## src/rtl/image_stream_tx_if.sv

```systemverilog
// Byte-stream and pixel-memory port bundle for image_stream_tx.
// master = streamer side, slave = memory/transmitter side.
interface image_stream_tx_if #(
    parameter int PIXEL_W = 12,
    parameter int ADDR_W  = 7
);
    logic [ADDR_W-1:0]  mem_addr;
    logic [PIXEL_W-1:0] mem_rdata;
    logic [7:0]         tx_data;
    logic               tx_valid;
    logic               tx_ready;

    modport master (
        output mem_addr,
        output tx_data,
        output tx_valid,
        input  mem_rdata,
        input  tx_ready
    );

    modport slave (
        input  mem_addr,
        input  tx_data,
        input  tx_valid,
        output mem_rdata,
        output tx_ready
    );
endinterface

```

## src/rtl/image_stream_tx.sv

```systemverilog
// Frame streamer: walks pixel memory row-major (decimated) and emits SYNC, mode, pixel bytes (+XOR checksum if IMAGE_STREAM_TX_CHECKSUM_EN).
// Latency: SYNC valid the cycle after start; two idle cycles (fetch + read) before each pixel's first byte.
// Backpressure: tx_data/tx_valid hold while tx_ready is low; abort only lands on an empty or handshaken byte slot.
module image_stream_tx #(
    parameter int         PIXEL_W   = 12,
    parameter int         IMAGE_W   = 10,
    parameter int         IMAGE_H   = 10,
    parameter int         ADDR_W    = $clog2(IMAGE_W * IMAGE_H),
    parameter logic [7:0] SYNC_BYTE = 8'hA5
) (
    input  logic              clk,
    input  logic              rst,
    input  logic              start,
    input  logic [1:0]        decim,
    input  logic              abort,
    output logic              busy,
    output logic              done,
    image_stream_tx_if.master bus
);
    localparam int         BPB       = (PIXEL_W + 7) / 8;
    localparam int         SH_W      = BPB * 8;
    localparam int         CNT_W     = 12;
    localparam int         BASE_W    = 22;
    localparam logic [1:0] LAST_BYTE = 2'(BPB - 1);

    typedef enum logic [2:0] {
        S_IDLE,
        S_HDR_SYNC,
        S_HDR_MODE,
        S_FETCH,
        S_WAIT_RD,
        S_SEND
`ifdef IMAGE_STREAM_TX_CHECKSUM_EN
        , S_CKSUM
`endif
    } state_t;

    state_t            state_q, state_d;
    logic [1:0]        dec_q, dec_d;
    logic [CNT_W-1:0]  col_q, col_d;
    logic [CNT_W-1:0]  row_q, row_d;
    logic [BASE_W-1:0] base_q, base_d;
    logic [SH_W-1:0]   shift_q, shift_d;
    logic [1:0]        byte_q, byte_d;
    logic              busy_q, busy_d;
    logic              done_q, done_d;
`ifdef IMAGE_STREAM_TX_CHECKSUM_EN
    logic [7:0]        csum_q, csum_d;
`endif

    logic              tx_valid;
    logic [7:0]        tx_data;
    logic [7:0]        mode_byte;
    logic              hs;
    logic [CNT_W-1:0]  step;
    logic [CNT_W-1:0]  col_nxt;
    logic [CNT_W-1:0]  row_nxt;
    logic [BASE_W-1:0] row_step;
    logic              col_more;
    logic              more;

    assign mode_byte = {6'b0, dec_q};
    assign step      = CNT_W'(1) << dec_q;
    assign row_step  = BASE_W'(IMAGE_W) << dec_q;
    assign col_nxt   = col_q + step;
    assign row_nxt   = row_q + step;
    assign col_more  = col_nxt < CNT_W'(IMAGE_W);
    assign more      = col_more || (row_nxt < CNT_W'(IMAGE_H));
    assign hs        = tx_valid && bus.tx_ready;

    // Outputs decode straight from registered state so they cannot change during a stall.
    always_comb begin
        tx_valid = 1'b0;
        tx_data  = 8'h00;
        case (state_q)
            S_HDR_SYNC: begin tx_valid = 1'b1; tx_data = SYNC_BYTE;            end
            S_HDR_MODE: begin tx_valid = 1'b1; tx_data = mode_byte;            end
            S_SEND:     begin tx_valid = 1'b1; tx_data = shift_q[SH_W-1 -: 8]; end
`ifdef IMAGE_STREAM_TX_CHECKSUM_EN
            S_CKSUM:    begin tx_valid = 1'b1; tx_data = csum_q;               end
`endif
            default: ;
        endcase
    end

    always_comb begin
        state_d = state_q;
        dec_d   = dec_q;
        col_d   = col_q;
        row_d   = row_q;
        base_d  = base_q;
        shift_d = shift_q;
        byte_d  = byte_q;
        done_d  = 1'b0;
`ifdef IMAGE_STREAM_TX_CHECKSUM_EN
        csum_d  = csum_q;
`endif
        case (state_q)
            S_IDLE: begin
                if (start && !abort) begin
                    state_d = S_HDR_SYNC;
                    dec_d   = (decim == 2'd3) ? 2'd2 : decim;
                    col_d   = '0;
                    row_d   = '0;
                    base_d  = '0;
                end
            end
            S_HDR_SYNC: if (hs) state_d = S_HDR_MODE;
            S_HDR_MODE: begin
                if (hs) begin
                    state_d = S_FETCH;
`ifdef IMAGE_STREAM_TX_CHECKSUM_EN
                    csum_d  = mode_byte;
`endif
                end
            end
            S_FETCH: state_d = S_WAIT_RD;
            S_WAIT_RD: begin
                state_d = S_SEND;
                shift_d = SH_W'(bus.mem_rdata);
                byte_d  = 2'd0;
            end
            S_SEND: begin
                if (hs) begin
`ifdef IMAGE_STREAM_TX_CHECKSUM_EN
                    csum_d  = csum_q ^ tx_data;
`endif
                    shift_d = shift_q << 8;
                    byte_d  = byte_q + 2'd1;
                    if (byte_q == LAST_BYTE) begin
                        if (more) begin
                            state_d = S_FETCH;
                            if (col_more) begin
                                col_d = col_nxt;
                            end else begin
                                col_d  = '0;
                                row_d  = row_nxt;
                                base_d = base_q + row_step;
                            end
                        end else begin
`ifdef IMAGE_STREAM_TX_CHECKSUM_EN
                            state_d = S_CKSUM;
`else
                            state_d = S_IDLE;
                            done_d  = 1'b1;
`endif
                        end
                    end
                end
            end
`ifdef IMAGE_STREAM_TX_CHECKSUM_EN
            S_CKSUM: begin
                if (hs) begin
                    state_d = S_IDLE;
                    done_d  = 1'b1;
                end
            end
`endif
            default: state_d = S_IDLE;
        endcase

        // Abort never cuts a byte the receiver has already seen as valid.
        if (state_q != S_IDLE && abort && (!tx_valid || hs)) begin
            state_d = S_IDLE;
            done_d  = 1'b0;
        end
    end

    assign busy_d = (state_d != S_IDLE);

    always_ff @(posedge clk or posedge rst) begin
        if (rst) begin
            state_q <= S_IDLE;
            dec_q   <= 2'd0;
            col_q   <= '0;
            row_q   <= '0;
            base_q  <= '0;
            shift_q <= '0;
            byte_q  <= 2'd0;
            busy_q  <= 1'b0;
            done_q  <= 1'b0;
        end else begin
            state_q <= state_d;
            dec_q   <= dec_d;
            col_q   <= col_d;
            row_q   <= row_d;
            base_q  <= base_d;
            shift_q <= shift_d;
            byte_q  <= byte_d;
            busy_q  <= busy_d;
            done_q  <= done_d;
        end
    end

`ifdef IMAGE_STREAM_TX_CHECKSUM_EN
    always_ff @(posedge clk or posedge rst) begin
        if (rst) csum_q <= 8'h00;
        else     csum_q <= csum_d;
    end
`endif

    assign bus.mem_addr = base_q[ADDR_W-1:0] + ADDR_W'(col_q);
    assign bus.tx_valid = tx_valid;
    assign bus.tx_data  = tx_data;
    assign busy         = busy_q;
    assign done         = done_q;
endmodule

```

## src/flat_wrapper.sv

```systemverilog
// flat-port wrapper written by rule: the top's interface ports become plain ports
module image_stream_tx_flat 
#(
    parameter int         PIXEL_W   = 12,
    parameter int         IMAGE_W   = 10,
    parameter int         IMAGE_H   = 10,
    parameter int         ADDR_W    = $clog2(IMAGE_W * IMAGE_H),
    parameter logic [7:0] SYNC_BYTE = 8'hA5
)
  (clk, rst, start, decim, abort, busy, done, bus_mem_addr, bus_tx_data, bus_tx_valid, bus_mem_rdata, bus_tx_ready);
  image_stream_tx_if #(.PIXEL_W(PIXEL_W), .ADDR_W(ADDR_W)) bus_i ();
  input  logic clk;
  input  logic rst;
  input  logic start;
  input  logic [1:0] decim;
  input  logic abort;
  output logic busy;
  output logic done;
  output wire logic [$bits(bus_i.mem_addr)-1:0] bus_mem_addr;
  output wire logic [$bits(bus_i.tx_data)-1:0] bus_tx_data;
  output wire logic [$bits(bus_i.tx_valid)-1:0] bus_tx_valid;
  input wire logic [$bits(bus_i.mem_rdata)-1:0] bus_mem_rdata;
  input wire logic [$bits(bus_i.tx_ready)-1:0] bus_tx_ready;
  assign bus_mem_addr = bus_i.mem_addr;
  assign bus_tx_data = bus_i.tx_data;
  assign bus_tx_valid = bus_i.tx_valid;
  assign bus_i.mem_rdata = bus_mem_rdata;
  assign bus_i.tx_ready = bus_tx_ready;
  image_stream_tx #(.PIXEL_W(PIXEL_W), .IMAGE_W(IMAGE_W), .IMAGE_H(IMAGE_H), .ADDR_W(ADDR_W), .SYNC_BYTE(SYNC_BYTE)) u_core (.clk(clk), .rst(rst), .start(start), .decim(decim), .abort(abort), .busy(busy), .done(done), .bus(bus_i));
endmodule
```

## config.mk

```make
export PLATFORM = sky130hd
export DESIGN_NAME = image_stream_tx_flat
export DESIGN_NICKNAME = d
export VERILOG_FILES = /design/src/rtl/image_stream_tx_if.sv /design/src/rtl/image_stream_tx.sv /design/src/flat_wrapper.sv
export SDC_FILE = /design/constraint.sdc
export NUM_CORES = 1
export LEC_CHECK = 0
export ABC_AREA = 1
export CELL_PAD_IN_SITES_DETAIL_PLACEMENT = 0
export CELL_PAD_IN_SITES_GLOBAL_PLACEMENT = 1
export CORE_MARGIN = 2
export CORE_UTILIZATION = 37
export CTS_BUF_LIST = sky130_fd_sc_hd__clkbuf_4 sky130_fd_sc_hd__clkbuf_8
export CTS_CLUSTER_DIAMETER = 120
export DETAILED_ROUTE_END_ITERATION = 8
export PLACE_DENSITY_LB_ADDON = 0.1
export SYNTH_ARGS = -nofsm -noshare
export SYNTH_HDL_FRONTEND = slang
export SYNTH_SLANG_ARGS = --single-unit
```

## constraint.sdc

```tcl
create_clock -name clk -period 2.8 [get_ports clk]
set_clock_uncertainty 0.2 [all_clocks]
set_input_delay 0.42 -clock clk [delete_from_list [all_inputs] [get_ports clk]]
set_output_delay 0.42 -clock clk [all_outputs]
set_load 0.02 [all_outputs]
```

* Word level (Yosys, flattened, before mapping)
Index checks and enable logic that the tools add are counted.
** Storage, ports and cells
- Flip-flop bits (word level) :: 71
- Input bits :: 19
- Output and inout bits :: 18
- Word-level logic and storage cells :: 85
** Cells by class
- Add/sub/neg operators :: 5
- Order comparisons :: 2
- Equality and inequality tests :: 12
- Shifts and indexed selects :: 2
- Mux-type cells :: 37
- Reductions and logical operators :: 18
** Operator list (count)
- 22-bit two-way mux :: 5
- 12-bit two-way mux :: 9
- 12-bit case mux with 2 select lines :: 2
- 22-bit case mux with 2 select lines :: 1
- 16-bit case mux with 2 select lines :: 1
- 12-bit adder :: 2
- 12-bit by 4-bit less-than comparator with 1-bit output (second input constant) :: 2
- 8-bit case mux with 3 select lines :: 1
- 22-bit adder :: 1
- 4-bit by 2-bit << shifter with 22-bit output (first input constant) :: 1
- 3-bit two-way mux :: 6
- 3-bit case mux with 6 select lines :: 1
- 16-bit two-way mux :: 1
- 1-bit by 2-bit << shifter with 12-bit output (first input constant) :: 1
- 2-bit by 1-bit != test with 1-bit output (second input constant) :: 4
- 7-bit adder :: 1
- 3-bit by 2-bit == test with 1-bit output (second input constant) :: 2
- 3-bit == test (second input constant) :: 2
- 1-bit two-way mux :: 6
- 2-bit two-way mux :: 3
- 6-bit AND reduction :: 1
- 3-bit nonzero test :: 2
- 5-bit AND reduction :: 1
- 1-bit logical AND :: 4
- 12 further kinds :: 16

* Depth between registers and ports, before layout
Gate-level depths: netlist (run 1).
- Depth after elaboration :: 10
- Depth in mapped cells :: 25
- Depth with buffers taken out :: 23

* Least setup slack after synthesis (run 1)
OpenSTA, ideal clock, no wires.
- Path type :: reg-to-reg
- From :: register u_core.dec_q[0]
- To :: register u_core.col_q[2]
- Setup time :: 0.119 ns
- Data arrival time :: 2.438 ns
- Required time :: 2.481 ns
- Slack :: 0.044 ns
- Cell stages (with the launch flop) :: 23
- Period minus slack after synthesis :: 2.756 ns
- Cell sequence :: dfrtp_1 > buf_6 > nor2_1 > ha_1 > ha_1 > inv_1 > nand2_1 > nand3_1 > nand2_1 > nand3_1 > nand2_1 > nand2_1 > inv_1 > nand2_1 > nor2_1 > nand3_2 > nand2_1 > nand2_2 > nand2_4 > nand2_2 > buf_4 > nand2_1 > nand2_1
** Between the ends
- Word-level cells in the longest chain between the ends :: 8
** RTL lines
- start, declared :: RTL line image_stream_tx.sv:39 : logic [1:0] dec_q, dec_d;
- start signal, assigned :: RTL line image_stream_tx.sv:174 : dec_q <= 2'd0;
- start signal, assigned :: RTL line image_stream_tx.sv:184 : dec_q <= dec_d;
- 1-bit by 2-bit << shifter with 12-bit output * :: RTL line image_stream_tx.sv:63 : assign step = CNT_W'(1) << dec_q;
- 12-bit adder :: RTL line image_stream_tx.sv:65 : assign col_nxt = col_q + step;
- 12-bit by 4-bit less-than comparator with 1-bit output :: RTL line image_stream_tx.sv:67 : assign col_more = col_nxt < CNT_W'(IMAGE_W);
- 12-bit two-way mux :: RTL line image_stream_tx.sv:133 : if (col_more) begin
- 12-bit two-way mux :: RTL line image_stream_tx.sv:131 : if (more) begin
- 12-bit two-way mux :: RTL line image_stream_tx.sv:130 : if (byte_q == LAST_BYTE) begin
- 12-bit two-way mux :: RTL line image_stream_tx.sv:124 : if (hs) begin
- 12-bit case mux with 2 select lines :: RTL line image_stream_tx.sv:98 : case (state_q)
- end signal, assigned :: RTL line image_stream_tx.sv:185 : col_q <= col_d;
- end, declared :: RTL line image_stream_tx.sv:40 : logic [CNT_W-1:0] col_q, col_d;
Every way passes the cells marked *; elsewhere a longest branch is shown, timed or not. The select of a mux whose other input is x is not followed.
A chain may end at the register's enable or synchronous reset.

* Worst setup path in the final report (run 1)
- From :: register u_core.dec_q[0]
- To :: register u_core.col_q[9]
The elaborated chain is that of the path after synthesis.

==> impl_metrics.json, run 1 <==
{
  "yosysUniqueCellTypes": 40,
  "fin_setup_tns_ns": 0,
  "cts-root-buf": "clkbuf_8",
  "num-nets-final": 671,
  "mostFrequentLayoutCell": "nand2_1",
  "vias_per_cell": 4.83,
  "maxSlewHeadroom_pct": 63.5,
  "synth_top_area_cell": "dfrtp_1",
  "core_um2": 9820,
  "grt_use_met2_pct": 32.8,
  "cts_tree": "yes",
  "grt_pass1_wl_um": 17300,
  "synth_top_area_share_pct": 36.8,
  "design_area_um2": 5330,
  "netlist_top_cells_area": "dfrtp_1 37%, nand2_1 15%, inv_1 8.7%, nand3_1 5.1%, ha_1 5.0%",
  "rows": 36,
  "cp_top_family": "simple AND/OR/NAND/NOR gates",
  "drt-wirelength-per-cell_um": 13.6,
  "cp.required_ns": 2.82,
  "grt_setup_unrepaired": "yes",
  "cts.sinks": 55,
  "ctsHoldBuffers": 0,
  "place_area_um2": 4620,
  "worst_slack_ns": 0.0116,
  "firstDrtPassIters": 4,
  "h-tree-depth": 2,
  "use_met3_pct": 2.43,
  "power.density_nw_per_um2": 662,
  "slew_viol_final": 0,
  "area_growth_pct": 42.3,
  "seq_area_frac_synth_pct": 36.8,
  "grt_most_used_layer": "met2",
  "clk_pin_slew_worst_paths_ns": 0.11,
  "ys_warn_count": 0,
  "die_w_um": 105,
  "antenna_found_initial": 0,
  "die_h_um": 105,
  "place.gp.congestion": 0.858,
  "vias": 3724,
  "cp_max_fo": 8,
  "synth_nets": 564,
  "drt-initial-drc-count": 162,
  "path_buf_inv": 7,
  "fin_util_pct": 54.3,
  "finalHoldViolations": 0,
  "crit_path_max_incr_delay_ns": 0.47,
  "endpoint_kind": "flop",
  "path_class": "flop to flop",
  "finalWirelength_um": 10500,
  "grt_pass1_vias": 3583,
  "period_share_pct": 99.6,
  "clockBufferDepth": 2,
  "crit_slowest_cell": "dfrtp_2",
  "setup_viol": 0,
  "grtUsageTotal_pct": 19.3,
  "synth-edff-count": 0,
  "hold_class": "input port to async pin",
  "grt_overflow": 0,
  "syn_avg_cell_area_um2": 7.07,
  "num_io_pins": 37,
  "ant_nets": 0,
  "insertion_delay_ns": 0.32,
  "dieArea_um2": 10900,
  "fmax_mhz": 359,
  "drc": 0,
  "ys.flop_type": "dfrtp_1",
  "post-dp-hpwl_um": 7320,
  "ir_worst_vdd_mv": 0.357,
  "ys_async_sr_fraction_pct": 100,
  "floorplan.initialDensity_pct": 38.1,
  "synthCells": 530,
  "layout_common_cells": "121 x nand2_1, 78 x inv_1, 62 x buf_4",
  "worst_setup_path_start_kind": "flop",
  "min_period_ns": 2.79,
  "synth.cell_area_um2": 3740,
  "met1_usage_pct": 26.7,
  "grt_start_max_net_pins": 32,
  "post-place-ws_ns": -0.180,
  "diodes": 0,
  "p_leak_nw": 2.72,
  "layout-drive-gt1-share_pct": 29.6,
  "status": "finished clean",
  "arrival_ns": 2.81,
  "cts-buffers-inserted": 5,
  "cap_viol_max_count": 0,
  "ys_ff_latch": 55,
  "port_buffers": 36,
  "tightestPinTransition_ns": 0.547,
  "rrSetupSlack_ns": 0.01,
  "path_cells": "buf_6 -> nand2_8 -> nand2_4 -> nand2_2 -> inv_2 -> ha_4 -> inv_2 -> buf_4 -> buf_4 -> nand3_1 -> and2_1 -> o21bai_1 -> nand3_2 -> nand2_2 -> nand2_4 -> nand2_8 -> buf_12 -> nand2_8 -> nand2_4 -> inv_2"
}
[per-layer routing]
| metal | vias up | routed length (um) |
|---|---|---|
| met5 | - | 0 |
| met4 | 0 | 142 |
| met3 | 12 | 286 |
| met2 | 63 | 5110 |
| met1 | 1749 | 4950 |
| li1 | 1900 | - |
[stage by stage]
step,total power [mW],hold slack (ns),cells
2_1_floorplan,1.97,0.248,530
3_3_place_gp,2.59,0.261,743
3_5_place_dp,2.60,0.272,743
4_1_cts,3.31,0.265,762
5_1_grt,3.78,0.298,771
6_report,3.53,0.253,771
[report_power, final]
| group | internal [mW] | switching, mW | total (mW) |
|---|---|---|---|
| clock network | 0.276 | 0.287 | 0.564 |
| logic | 0.800 | 1.11 | 1.91 |
| registers | 0.953 | 0.0977 | 1.05 |
[registers in the layout, summed over array words and instances, names as in the netlist, 2 cells and up]
name / count
u_core.base_q: 6
u_core.byte_q: 2
u_core.col_q: 12
u_core.state_q: 3
u_core.row_q: 12
u_core.shift_q: 16
u_core.dec_q: 2
[Yosys cell counts (2+ instances only)]
| cell type | count |
|---|---|
| nand2_1 | 154 |
| inv_1 | 87 |
| dfrtp_1 | 55 |
| nor2_1 | 40 |
| nand3_1 | 38 |
| nand4_1 | 22 |
| o21ai_0 | 21 |
| ha_1 | 15 |
| a21oi_1 | 14 |
| inv_2 | 9 |
| nand2_2 | 8 |
| o211ai_1 | 6 |
| o22ai_1 | 6 |
| xor2_1 | 6 |
| clkbuf_1 | 5 |
| xnor2_1 | 5 |
| buf_4 | 3 |
| buf_6 | 3 |
| nand2_4 | 3 |
| nand3b_1 | 3 |
| a21oi_2 | 2 |
| clkinv_1 | 2 |
| nand3_2 | 2 |
| nand3_4 | 2 |
| nor2_2 | 2 |
| nor2_4 | 2 |
| nor3_1 | 2 |
[what timing repair did]
| action | 4_1_cts | 5_1_grt |
|---|---|---|
| pin swaps | 15 | 27 |
| endpoints found under the setup margin | 37 | 37 |
| hold endpoints to repair | 0 | 0 |
| resized for setup | 46 | 74 |
| gates cloned | 3 | 2 |
| setup buffers | 8 | 7 |
[path summary, 6_finish.rpt]
kind                                                    start                              to  depth (start not counted)
max in group asynchronous                                 rst     u_core.dec_q[0]$_DFFE_PP0P_                          3
worst max-delay path              u_core.dec_q[0]$_DFFE_PP0P_     u_core.col_q[9]$_DFFE_PP0P_                         20
worst min register to register  u_core.shift_q[8]$_DFFE_PP0P_   u_core.shift_q[8]$_DFFE_PP0P_                          2
worst min-delay path                                      rst  u_core.shift_q[10]$_DFFE_PP0P_                          2
worst max register to register    u_core.dec_q[0]$_DFFE_PP0P_     u_core.col_q[9]$_DFFE_PP0P_                         20
min in group clk                u_core.shift_q[8]$_DFFE_PP0P_   u_core.shift_q[8]$_DFFE_PP0P_                          2
[layout make-up]
cell class	count	area [um2]
tap	133	166
inverter	99	379
timing repair buffer	107	960
clock inverter	3	50.0
multi-input combinational	369	2320
clock buffer	5	68.8
fill	994	4490
sequential	55	1380
[cell families (layout without fill, tap and decap cells)]
family	count (synthesis)	count (layout)	share of synthesized area, %
buffers and inverters	110	214	12.0
and+or+nand+nor	284	288	35.1
xor gates and xnor gates	11	11	2.57
AOI/OAI and AO/OA	55	55	8.55
DFF	55	55	36.8
adders and majority gates	15	15	5.01
Note: power is estimated with default switching activity, not from simulation.
==> inputs of run 2 (changes only) <==
Settings changed: CORE_MARGIN 2 to 8, PLACE_DENSITY_LB_ADDON 0.1 to 0.25.
==> impl_metrics.json, run 2 (synthesized netlist as in run 1, its figures left out) <==
{
  "crit_start": "u_core.dec_q[1]$_DFFE_PP0P_",
  "cap_viol_max_count": 0,
  "ir_worst_vdd_mv": 0.342,
  "diodes": 0,
  "rr_worst_depth": 20,
  "power.density_nw_per_um2": 653,
  "p_sw_share_pct": 42.9,
  "top_regs": "u_core.shift_q x16, u_core.col_q x12, u_core.row_q x12",
  "clockBufferDepth": 2,
  "area_growth_pct": 42.5,
  "path_class": "flop to flop",
  "pwr-share-seq_pct": 30.2,
  "firstDrtPassIters": 4,
  "period_share_pct": 98.9,
  "cts-root-buf": "clkbuf_8",
  "cts.sinks": 55,
  "die_h_um": 117,
  "grt_pass1_wl_um": 17100,
  "drt-initial-drc-count": 187,
  "dieArea_um2": 13600,
  "cp.required_ns": 2.82,
  "cp_max_fo": 5,
  "num-nets-final": 674,
  "floorplan.initialDensity_pct": 38.1,
  "h-tree-depth": 2,
  "maxSlewHeadroom_pct": 63.0,
  "worst_setup_path_start_kind": "flop",
  "grt_overflow": 0,
  "mostFrequentLayoutCell": "nand2_1",
  "antenna_found_initial": 0,
  "cts_tree": "yes",
  "endpoint_kind": "flop",
  "cts-buffers-inserted": 5,
  "rrSetupSlack_ns": 0.03,
  "tightestPinTransition_ns": 0.555,
  "status": "finished clean",
  "place_area_um2": 4670,
  "place.gp.congestion": 0.846,
  "hold_class": "input port to async pin",
  "p_leak_nw": 2.75,
  "fin_setup_tns_ns": 0,
  "cp-endpoint": "u_core.base_q[1]$_DFFE_PP0P_",
  "core_um2": 9820,
  "switchingPower_mw": 1.49,
  "regMostFlops": "u_core.shift_q",
  "design_area_um2": 5340,
  "die_w_um": 117,
  "regToRegStartpoint": "u_core.dec_q[1]$_DFFE_PP0P_",
  "layout_common_cells": "125 x nand2_1, 82 x inv_1, 65 x buf_4",
  "drc": 0,
  "grt_setup_unrepaired": "yes",
  "post-dp-hpwl_um": 7580,
  "clock_power_share_pct": 13.2,
  "ctsHoldBuffers": 0,
  "vias_per_cell": 4.81,
  "ant_nets": 0,
  "setup_viol": 0,
  "finalWirelength_um": 10700,
  "largest_reg_flops": 16,
  "insertion_delay_ns": 0.32,
  "vias": 3724,
  "grt_pass1_vias": 3654,
  "num_io_pins": 37,
  "internal-power_mw": 1.99,
  "arrival_ns": 2.79,
  "fmax_mhz": 361,
  "finalHoldViolations": 0,
  "grt_start_max_net_pins": 31,
  "drt-wirelength-per-cell_um": 13.8,
  "slew_viol_final": 0,
  "min_period_ns": 2.77,
  "grtUsageTotal_pct": 15.7,
  "layout-drive-gt1-share_pct": 29.8,
  "p_comb_share_pct": 56.6,
  "port_buffers": 36,
  "clk_pin_slew_worst_paths_ns": 0.10,
  "reg2reg_to": "u_core.base_q[1]$_DFFE_PP0P_",
  "rows": 36
}
## run 2: layout make-up
| class | instances | area (um2) |
|---|---|---|
| clock buffers | 6 | 76.3 |
| clock inverters | 2 | 12.5 |
| fillers | 989 | 4480 |
| inverters | 99 | 379 |
| multi-input cells | 370 | 2360 |
| flip-flops and latches | 55 | 1380 |
| well taps | 133 | 166 |
| repair buffers | 109 | 960 |
## run 2: metal layers
metal	share of wire, %	vias up	global-route usage (%)
met5	0	-	0
met4	1.2	0	4.52
met3	3.0	9	2.74
met2	50	59	26.9
met1	46	1754	19.9
li1	-	1902	-
## run 2: worst min path at each step
stage,start,to,slack [ns],cells past startpoint
floorplan,u_core.shift_q[8]$_DFFE_PP0P_,u_core.shift_q[8]$_DFFE_PP0P_,0.25,2
global placement,u_core.row_q[0]$_DFFE_PP0P_,u_core.row_q[0]$_DFFE_PP0P_,0.27,2
detailed placement,u_core.row_q[0]$_DFFE_PP0P_,u_core.row_q[0]$_DFFE_PP0P_,0.27,2
CTS,rst,u_core.state_q[2]$_DFF_PP0_,0.27,2
global route,rst,u_core.state_q[2]$_DFF_PP0_,0.31,2
finish,rst,u_core.state_q[2]$_DFF_PP0_,0.26,2
## run 2: power groups by stage
stage / sequential, mW / clock (mW) / combinational, mW
2_1_floorplan: 1.03 / 0 / 0.932
3_3_place_gp: 1.04 / 0 / 1.56
3_5_place_dp: 1.05 / 0 / 1.58
4_1_cts: 1.05 / 0.481 / 1.70
5_1_grt: 1.07 / 0.504 / 2.16
6_report: 1.05 / 0.460 / 1.97
## run 2: critical path, stage by stage (launching register included)
cell     delay (ns)
dfrtp_2        0.47
inv_4          0.12
nand2_4        0.08
nand2_4        0.07
nand2_2        0.06
buf_4          0.13
buf_4          0.13
nor2_4         0.11
nand3_1        0.11
nand2_2        0.12
nand3_1        0.08
nand2_1        0.08
nand2_1        0.06
nor2_2         0.13
nand3_2        0.11
nand2_2        0.09
nand2_4        0.09
nand2_4        0.16
nand3_4        0.13
nand2_1        0.09
nand2_1        0.05
## run 2: what timing repair did
item | CTS | global route
gates cloned | 1 | 4
gates resized for setup | 52 | 68
endpoints found under the setup margin | 37 | 38
pin swaps | 10 | 42
setup buffers | 3 | 11
## run 2: metrics by stage
step / total power, mW / setup WS (ns) / util, % / hold WS [ns] / instances
floorplan: 1.97 / 0.0437 / - / 0.248 / 530
CTS: 3.23 / 0.00189 / 50.2 / 0.273 / 759
detailed placement: 2.63 / -0.230 / 47.6 / 0.265 / 748
global placement: 2.61 / -0.116 / 47.6 / 0.274 / 748
global route: 3.74 / -0.122 / 54.3 / 0.307 / 774
finish: 3.48 / 0.0294 / 54.3 / 0.256 / 774
==> inputs of run 3 (changes only) <==
Settings changed: CAP_MARGIN from default to 10.
==> results of run 3 <==
No change in the layout: final DEF, timing and power equal those of run 2.
